==> src/rtl/alu_packet_engine.sv <==
// Framed-packet engine: echoes payload bytes or folds operands (add/mul/xor) into one result, emitted LSB first.
// Echo: 1 cycle rx->tx. ALU: result byte0 two edges after the last operand byte. Both sides valid/ready; tx never retracts.
module alu_packet_engine #(
  parameter int OPERAND_WIDTH_P = 32,
  parameter int ERR_WIDTH_P     = 8
) (
  input  logic                   clk_i,
  input  logic                   rst_i,
  input  logic                   rx_valid_i,
  input  logic [7:0]             rx_data_i,
  output logic                   rx_ready_o,
  output logic                   tx_valid_o,
  output logic [7:0]             tx_data_o,
  input  logic                   tx_ready_i,
  output logic [ERR_WIDTH_P-1:0] err_count_o,
  output logic                   busy_o
);
  localparam int OPERAND_BYTES = OPERAND_WIDTH_P / 8;
  localparam int BCW = (OPERAND_BYTES > 1) ? $clog2(OPERAND_BYTES) : 1;
  localparam logic [BCW-1:0] LAST_BYTE = BCW'(OPERAND_BYTES - 1);
  localparam logic [7:0] OP_ECHO = 8'hEC;
  localparam logic [7:0] OP_ADD  = 8'hA0;
  localparam logic [7:0] OP_MUL  = 8'hA1;
  localparam logic [7:0] OP_XOR  = 8'hA2;

  typedef enum logic [2:0] {HDR, ECHO, OPERAND, COMPUTE, RESULT, DROP} state_t;

  state_t                     state;
  state_t                     state_nxt;
  logic [1:0]                 hdr_cnt;
  logic [7:0]                 opcode;
  logic [7:0]                 len_lo;
  logic [15:0]                rem_cnt;
  logic [BCW-1:0]             byte_cnt;
  logic [OPERAND_WIDTH_P-1:0] opnd_sr;
  logic [OPERAND_WIDTH_P-1:0] acc;
  logic                       first_op;
  logic [OPERAND_WIDTH_P-1:0] out_sr;
  logic                       err_inc;

  logic                       rx_fire;
  logic                       tx_fire;
  logic [15:0]                len_w;
  logic [15:0]                payload;
  logic                       is_alu;
  logic [OPERAND_WIDTH_P-1:0] rx_ext;
  logic [OPERAND_WIDTH_P-1:0] opnd_nxt;
  logic [OPERAND_WIDTH_P-1:0] fold_res;
  logic [OPERAND_WIDTH_P-1:0] out_shift;

  function automatic logic [OPERAND_WIDTH_P-1:0] alu_fold(
    input logic [7:0]                 op,
    input logic [OPERAND_WIDTH_P-1:0] a,
    input logic [OPERAND_WIDTH_P-1:0] b
  );
    case (op)
      OP_ADD:  return a + b;
      OP_MUL:  return a * b;
      default: return a ^ b;
    endcase
  endfunction

  assign rx_fire   = rx_valid_i & rx_ready_o;
  assign tx_fire   = tx_valid_o & tx_ready_i;
  assign len_w     = {rx_data_i, len_lo};
  assign payload   = len_w - 16'd4;
  assign is_alu    = (opcode == OP_ADD) || (opcode == OP_MUL) || (opcode == OP_XOR);
  assign rx_ext    = OPERAND_WIDTH_P'(rx_data_i);
  // Little-endian assembly: new bytes enter at the top, so the first byte ends up as the LSB.
  assign opnd_nxt  = (opnd_sr >> 8) | (rx_ext << (OPERAND_WIDTH_P - 8));
  assign fold_res  = first_op ? opnd_sr : alu_fold(opcode, acc, opnd_sr);
  assign out_shift = out_sr >> 8;
  assign busy_o    = (state != HDR) || (hdr_cnt != 2'd0);

  always_comb begin
    rx_ready_o = 1'b0;
    case (state)
      HDR, OPERAND: rx_ready_o = 1'b1;
      ECHO:         rx_ready_o = (rem_cnt != 16'd0) && (!tx_valid_o || tx_ready_i);
      DROP:         rx_ready_o = (rem_cnt != 16'd0);
      default:      rx_ready_o = 1'b0;
    endcase
  end

  always_comb begin
    state_nxt = state;
    err_inc   = 1'b0;
    case (state)
      HDR: begin
        if (rx_fire && hdr_cnt == 2'd3) begin
          if (len_w < 16'd4) begin
            err_inc = 1'b1;
          end else if (opcode == OP_ECHO) begin
            if (payload != 16'd0) state_nxt = ECHO;
          end else if (!is_alu) begin
            state_nxt = DROP;
            err_inc   = 1'b1;
          end else if (payload == 16'd0 || (payload % 16'(OPERAND_BYTES)) != 16'd0) begin
            state_nxt = DROP;
            err_inc   = 1'b1;
          end else begin
            state_nxt = OPERAND;
          end
        end
      end
      ECHO: begin
        if (rem_cnt == 16'd0 && (!tx_valid_o || tx_ready_i)) state_nxt = HDR;
      end
      OPERAND: begin
        if (rx_fire && rem_cnt == 16'd1) state_nxt = COMPUTE;
      end
      COMPUTE: state_nxt = RESULT;
      RESULT: begin
        if (tx_fire && byte_cnt == LAST_BYTE) state_nxt = HDR;
      end
      DROP: begin
        if (rem_cnt == 16'd0 || (rx_fire && rem_cnt == 16'd1)) state_nxt = HDR;
      end
      default: state_nxt = HDR;
    endcase
  end

  always_ff @(posedge clk_i) begin
    if (rst_i) state <= HDR;
    else       state <= state_nxt;
  end

  always_ff @(posedge clk_i) begin
    if (rst_i) begin
      hdr_cnt     <= 2'd0;
      opcode      <= 8'h00;
      len_lo      <= 8'h00;
      rem_cnt     <= 16'd0;
      byte_cnt    <= '0;
      opnd_sr     <= '0;
      acc         <= '0;
      first_op    <= 1'b1;
      out_sr      <= '0;
      tx_valid_o  <= 1'b0;
      tx_data_o   <= 8'h00;
      err_count_o <= '0;
    end else begin
      if (err_inc && err_count_o != {ERR_WIDTH_P{1'b1}})
        err_count_o <= err_count_o + ERR_WIDTH_P'(1);
      case (state)
        HDR: begin
          if (rx_fire) begin
            hdr_cnt <= hdr_cnt + 2'd1;
            if (hdr_cnt == 2'd0) opcode <= rx_data_i;
            if (hdr_cnt == 2'd2) len_lo <= rx_data_i;
            if (hdr_cnt == 2'd3) begin
              rem_cnt  <= payload;
              byte_cnt <= '0;
              first_op <= 1'b1;
            end
          end
        end
        ECHO: begin
          if (rx_fire) begin
            tx_valid_o <= 1'b1;
            tx_data_o  <= rx_data_i;
            rem_cnt    <= rem_cnt - 16'd1;
          end else if (tx_fire) begin
            tx_valid_o <= 1'b0;
          end
        end
        OPERAND: begin
          if (rx_fire) begin
            opnd_sr <= opnd_nxt;
            rem_cnt <= rem_cnt - 16'd1;
            if (byte_cnt == LAST_BYTE) begin
              byte_cnt <= '0;
              // The final operand is left in opnd_sr and folded during COMPUTE.
              if (rem_cnt != 16'd1) begin
                acc      <= first_op ? opnd_nxt : alu_fold(opcode, acc, opnd_nxt);
                first_op <= 1'b0;
              end
            end else begin
              byte_cnt <= byte_cnt + BCW'(1);
            end
          end
        end
        COMPUTE: begin
          acc        <= fold_res;
          out_sr     <= fold_res;
          tx_valid_o <= 1'b1;
          tx_data_o  <= fold_res[7:0];
          byte_cnt   <= '0;
        end
        RESULT: begin
          if (tx_fire) begin
            if (byte_cnt == LAST_BYTE) begin
              tx_valid_o <= 1'b0;
            end else begin
              out_sr    <= out_shift;
              tx_data_o <= out_shift[7:0];
              byte_cnt  <= byte_cnt + BCW'(1);
            end
          end
        end
        DROP: begin
          if (rx_fire) rem_cnt <= rem_cnt - 16'd1;
        end
        default: ;
      endcase
    end
  end

endmodule

==> config.mk <==
export PLATFORM = sky130hd
export DESIGN_NAME = alu_packet_engine
export DESIGN_NICKNAME = d
export VERILOG_FILES = /design/src/rtl/alu_packet_engine.sv
export SDC_FILE = /design/constraint.sdc
export NUM_CORES = 2
export LEC_CHECK = 0
export ABC_AREA = 0
export CAP_MARGIN = 20
export CORE_MARGIN = 2
export CORE_UTILIZATION = 35
export DETAILED_ROUTE_END_ITERATION = 10
export PLACE_DENSITY = 0.52
export SLEW_MARGIN = 15
export SYNTH_ARGS = -nofsm -noshare
export SYNTH_HDL_FRONTEND = slang
export SYNTH_SLANG_ARGS = --single-unit
==> constraint.sdc <==
create_clock -name clk_i -period 8.9 [get_ports clk_i]
set_input_delay 0.89 -clock clk_i [delete_from_list [all_inputs] [get_ports clk_i]]
set_output_delay 0.89 -clock clk_i [all_outputs]
set_load 0.02 [all_outputs]
# After elaboration in Yosys (flattened, before gate mapping)
# Cells that the tools add are included.
# totals
input_bits,12
output_inout_bits,19
ff_bits,153
wordCells,158
# classes
reduce_logical,42
n_addsub,7
mul,2
n_bitwise,5
n_eq_ne,33
order_cmp,1
n_mux,55
# op_table
operator,count
32-bit one-hot mux with 2 select lines,4
32-bit 2-to-1 mux,7
32-bit adder,2
32-bit by 32-bit multiplier with 32-bit output,2
32-bit XOR,2
16-bit 2-to-1 mux,3
16-bit nonzero test,3
8-bit == test (second input constant),4
16-bit zero test,2
24-bit by 32-bit OR with 32-bit output,1
16-bit one-hot mux with 2 select lines,1
3-bit 2-to-1 mux,10
2-bit != test (second input constant),15
8-bit 2-to-1 mux,3
8-bit one-hot mux with 3 select lines,1
3-bit one-hot mux with 6 select lines,1
16-bit by 1-bit == test with 1-bit output (second input constant),1
16-bit by 3-bit less-than comparator with 1-bit output (second input constant),1
16-bit by 1-bit != test with 1-bit output (second input constant),1
4-bit AND reduction,4
16-bit by 1-bit subtractor with 16-bit output (second input constant),1
16-bit by 3-bit subtractor with 16-bit output (second input constant),1
1-bit 2-to-1 mux,15
2-bit 2-to-1 mux,6
27 further kinds,54

# Depth between registers and ports, before layout
# depth
depth_word,10
depth_mapped,28

# Least setup slack after synthesis
# Ideal clock, no wire load.
# synth_path
path_type,register -> register
from,register opnd_sr[12]
to,register acc[30]
setup_time_ps,131
path_stages_with_launch,29
arrival_ps,7351
synth_period_minus_slack_ps,7482
slack_ps,1418
t_required_ps,8769
cell_sequence,dfxtp_1 > clkbuf_1 > clkbuf_1 > clkbuf_1 > nand2_1 > fa_1 > inv_1 > fa_1 > fa_1 > inv_1 > fa_1 > inv_1 > fa_1 > inv_1 > fa_1 > inv_1 > fa_1 > fa_1 > ha_1 > a21oi_1 > nor2b_1 > nor3_1 > nand2_1 > a2bb2oi_4 > a221oi_1 > o21ai_1 > xor2_1 > a2111oi_0 > o32ai_1
# synth_between
elab_chain_len,8
elab_cells_between_ends,13
cone_classes,add/sub: 2; mul: 2; mux: 8; bitwise: 1
# synth_rtl
item,line,text
start: declaration,35,logic [OPERAND_WIDTH_P-1:0] opnd_sr;
start signal: assignment,169,opnd_sr <= opnd_nxt;
24-bit by 32-bit OR with 32-bit output,70,assign opnd_nxt = (opnd_sr >> 8) | (rx_ext << (OPERAND_WIDTH_P - 8));
32-bit by 32-bit multiplier with 32-bit output / 32-bit adder (equally long branches),"58, 57",
32-bit one-hot mux with 2 select lines,56,case (op)
32-bit 2-to-1 mux,175,"acc <= first_op ? opnd_nxt : alu_fold(opcode, acc, opnd_nxt);"
32-bit 2-to-1 mux,174,if (rem_cnt != 16'd1) begin
32-bit 2-to-1 mux,171,if (byte_cnt == LAST_BYTE) begin
32-bit 2-to-1 mux,168,if (rx_fire) begin
32-bit one-hot mux with 2 select lines *,145,case (state)
end signal: assignment,175,
end signal: assignment,184,acc <= fold_res;
end: declaration,36,logic [OPERAND_WIDTH_P-1:0] acc;
# Every way passes the cells marked *; elsewhere a longest branch is shown, timed or not. The select of a mux whose other input is x is not followed.
# A chain may end at the register's enable or synchronous reset.

# Worst setup path in the final report
# layout_path
from,register acc[11]
to,register acc[30]
# layout_between
elab_chain_len,7
elab_cells_between_ends,12
cone_classes,add/sub: 2; mul: 2; mux: 8
# layout_rtl
item,line
32-bit by 32-bit multiplier with 32-bit output / 32-bit adder (equally long branches),"58, 57"
32-bit one-hot mux with 2 select lines,56
32-bit 2-to-1 mux,175
32-bit 2-to-1 mux,174
32-bit 2-to-1 mux,171
32-bit 2-to-1 mux,168
32-bit one-hot mux with 2 select lines *,145
# Marks and branches as above.

==> impl_metrics.ini <==
[synth]
syn_area_um2 = 41320
synth_area_leader_cell = fa_1
avgSynthCellArea_um2 = 8.547
syn_nets = 5982
ys_ff_latch = 145
syn_inst = 4835
ys_async_sr_fraction = 0
yosysTopAreaCellShare = 0.3938
ys_seq_area_frac = 0.07024
synth.distinct_cells = 90
synth_area_leaders = fa_1 (39%), ha_1 (9.7%), inv_1 (8.1%), dfxtp_1 (7.0%), and2_1 (5.6%)
ys.flop_type = dfxtp_1
yosys_warnings = 0
synth_edf_count = 0

[grt]
grt_util_all_layers = 0.2494
antenna_found_initial = 2
grt_max_degree = 81
grt_pass1_wl_mm = 227.1
grt_overflow_total = 0
first_global_vias = 35052

[clock_network]
cts_buffers = 17
cts_setup_buffers = 0
htree_levels = 4
cts_root_buf = clkbuf_16
clock_path_buffers = 2
cts_tree = yes
ctsHoldBuffers = 0
cts.repair.resized = 0
clk_pin_slew_worst_paths_ps = 70
cts.sinks = 145
clk_latency_ps = 480

[drt]
antenna_left = 0
via_per_inst = 5.303
drc = 0
dr.first_iter.drc_count = 2896
dr.pass1.iters = 6
wl_per_cell_um = 23.46
wirelength_mm = 147.6
num_vias = 33368

[final_layout]
final_util = 0.3754
seq_area_um2 = 2922
num-fill-cells = 12183
fin_nets = 5890
final_cell_mix = inv_1 (893), fa_1 (813), nand2_1 (612), and2_1 (368), ha_1 (322)
stdcell_count = 6292
syn_to_final_growth_pct = 6.837
drive_above_1_share = 0.04584
multiInputGateArea_um2 = 34050
num_antenna_cells = 0
layout_commonest_cell = inv_1

[timing]
layout_setup_ws_ps = 578.7
fin_setup_tns_ps = 0
setup_viol = 0
rsz0062_at_grt = false
min_period_over_period = 0.9350
worstMarginPinSlew_ps = 1090
final.min_clock_period_ps = 8321
slew_headroom = 0.2731
clock_skew_ps = 15.21
hold_viol = 0
drv_slew = 0
max_freq_mhz = 120.2

[placement]
dp.cells = 6260
io_buffers = 30
dp_slack_ps = 654.4
place.gp.congestion = 0.9696
hpwl_mm = 117.4

[floorplanning]
coreArea_um2 = 117600
ios = 31
rows = 126
dieHeight_um = 347.6
initial_core_util = 0.3514
chipWidth_um = 347.6
dieArea_um2 = 120800

[critical_path]
reg2regPathDepth = 22
reg2reg_to = acc[30]
worstSetupStartpointType = flop
critical_path_class = flop to flop
reg2reg_slack_ps = 580
cp.required_ps = 9230
crit_start = acc[11]
critPathMaxFanout = 17
timing.rr.start = acc[11]
endpoint_kind = flop
critPathArrivalTime_ps = 8660

[min_path]
min_path_cells = 2
hold_path.class = flop to flop
min_to = out_sr[22]
min_from = out_sr[22]

[power_and_ir_drop]
p_leak_nw = 21.85
max-vdd-ir-drop_uv = 159.3
p_total_w = 0.002140
power_density_nw_per_um2 = 48.47

[run_status]
status = finished, final reports clean

[flow_run]
cap_viol_max_count = 0
per-stage QoR:
stage / area, µm² / hold slack [ps]
final: 44150 / 450.6
after global routing: 44150 / 467.6
after CTS: 44150 / 453.4
after detailed placement: 43560 / 443.8
after global placement: 43560 / 444.3
after floorplan: 41320 / 432.0
worst max-delay path by stage:
stage               endpoint
detailed placement   acc[30]
global placement     acc[27]
global route         acc[30]
CTS                  acc[30]
finish               acc[30]
floorplan            acc[30]
routing by layer:
layer | up-vias | wire length, µm | global-route usage
li1 | 14996 | - | -
met1 | 16973 | 65410 | 0.3472
met2 | 1167 | 67530 | 0.4019
met3 | 232 | 9615 | 0.03644
met4 | 0 | 5049 | 0.07218
met5 | - | 0 | 0
synth_stat cells (15+ instances only):
library cell  number
clkbuf_1         255
dfxtp_1          145
or3_1             16
and2_1           368
a221oi_1          17
nand2_1          612
nand3_1           63
inv_1            893
nor2b_1           15
o21a_1            29
and3_1            16
xor2_1            61
o221ai_1          20
nor2_1           193
o21ai_0          142
nand2b_1          15
a31oi_1           26
a21oi_1          225
a22oi_1           17
a211oi_1          45
nand4_1           17
ha_1             322
a21o_1            50
nor3_1            46
mux2i_1           40
o21ai_1           15
o22ai_1           16
o211ai_1          22
xnor2_1          134
fa_1             813
where the power goes:
group | internal, W | total, W | switching (W) | leakage [nW]
Sequential | 0.000692 | 0.000741 | 0.0000492 | 1.18
Combinational | 0.000210 | 0.000629 | 0.000419 | 20.4
Clock | 0.000414 | 0.000770 | 0.000356 | 0.291
Total | 0.00132 | 0.00214 | 0.000824 | 21.9
critical path, cell delays in order (launching register included):
cell and delay [ps]:
dfxtp_1 1040, buf_4 440, ha_1 470, fa_1 470, inv_1 80, fa_1 430
fa_1 550, inv_1 50, fa_1 410, fa_1 480, fa_1 590, fa_1 460
fa_1 450, ha_1 370, a21oi_1 290, nor2b_1 80, o21ai_0 160, nand2b_1 110
a221oi_1 370, o21ai_1 130, xor2_1 170, a2111oi_0 410, o32ai_1 160
flip-flops by register name (all words and copies together), names as in the netlist, 2 cells and up:
name         count
tx_data_o        8
acc             32
opnd_sr         32
rem_cnt         16
byte_cnt         2
state            3
len_lo           8
err_count_o      8
opcode           8
out_sr          24
hdr_cnt          2
logic make-up after synthesis:
| logic type | count (synthesis) | share of synthesized area |
|---|---|---|
| fa+ha+maj | 1135 | 0.4913 |
| mux | 49 | 0.01214 |
| xor+xnor | 195 | 0.04133 |
| buf+inv | 1167 | 0.1064 |
| compound gates | 733 | 0.1154 |
| simple gates | 1411 | 0.1632 |
| flops | 145 | 0.07024 |
final cells by class:
type / count / area share
Clock inverter: 11 / 0.002636
Tap cell: 1536 / 0.04353
Timing Repair Buffer: 161 / 0.02959
Clock buffer: 21 / 0.01066
Multi-Input combinational cell: 3523 / 0.7713
Inverter: 895 / 0.07609
Sequential cell: 145 / 0.06617
Note: power is estimated with default switching activity, not from simulation.
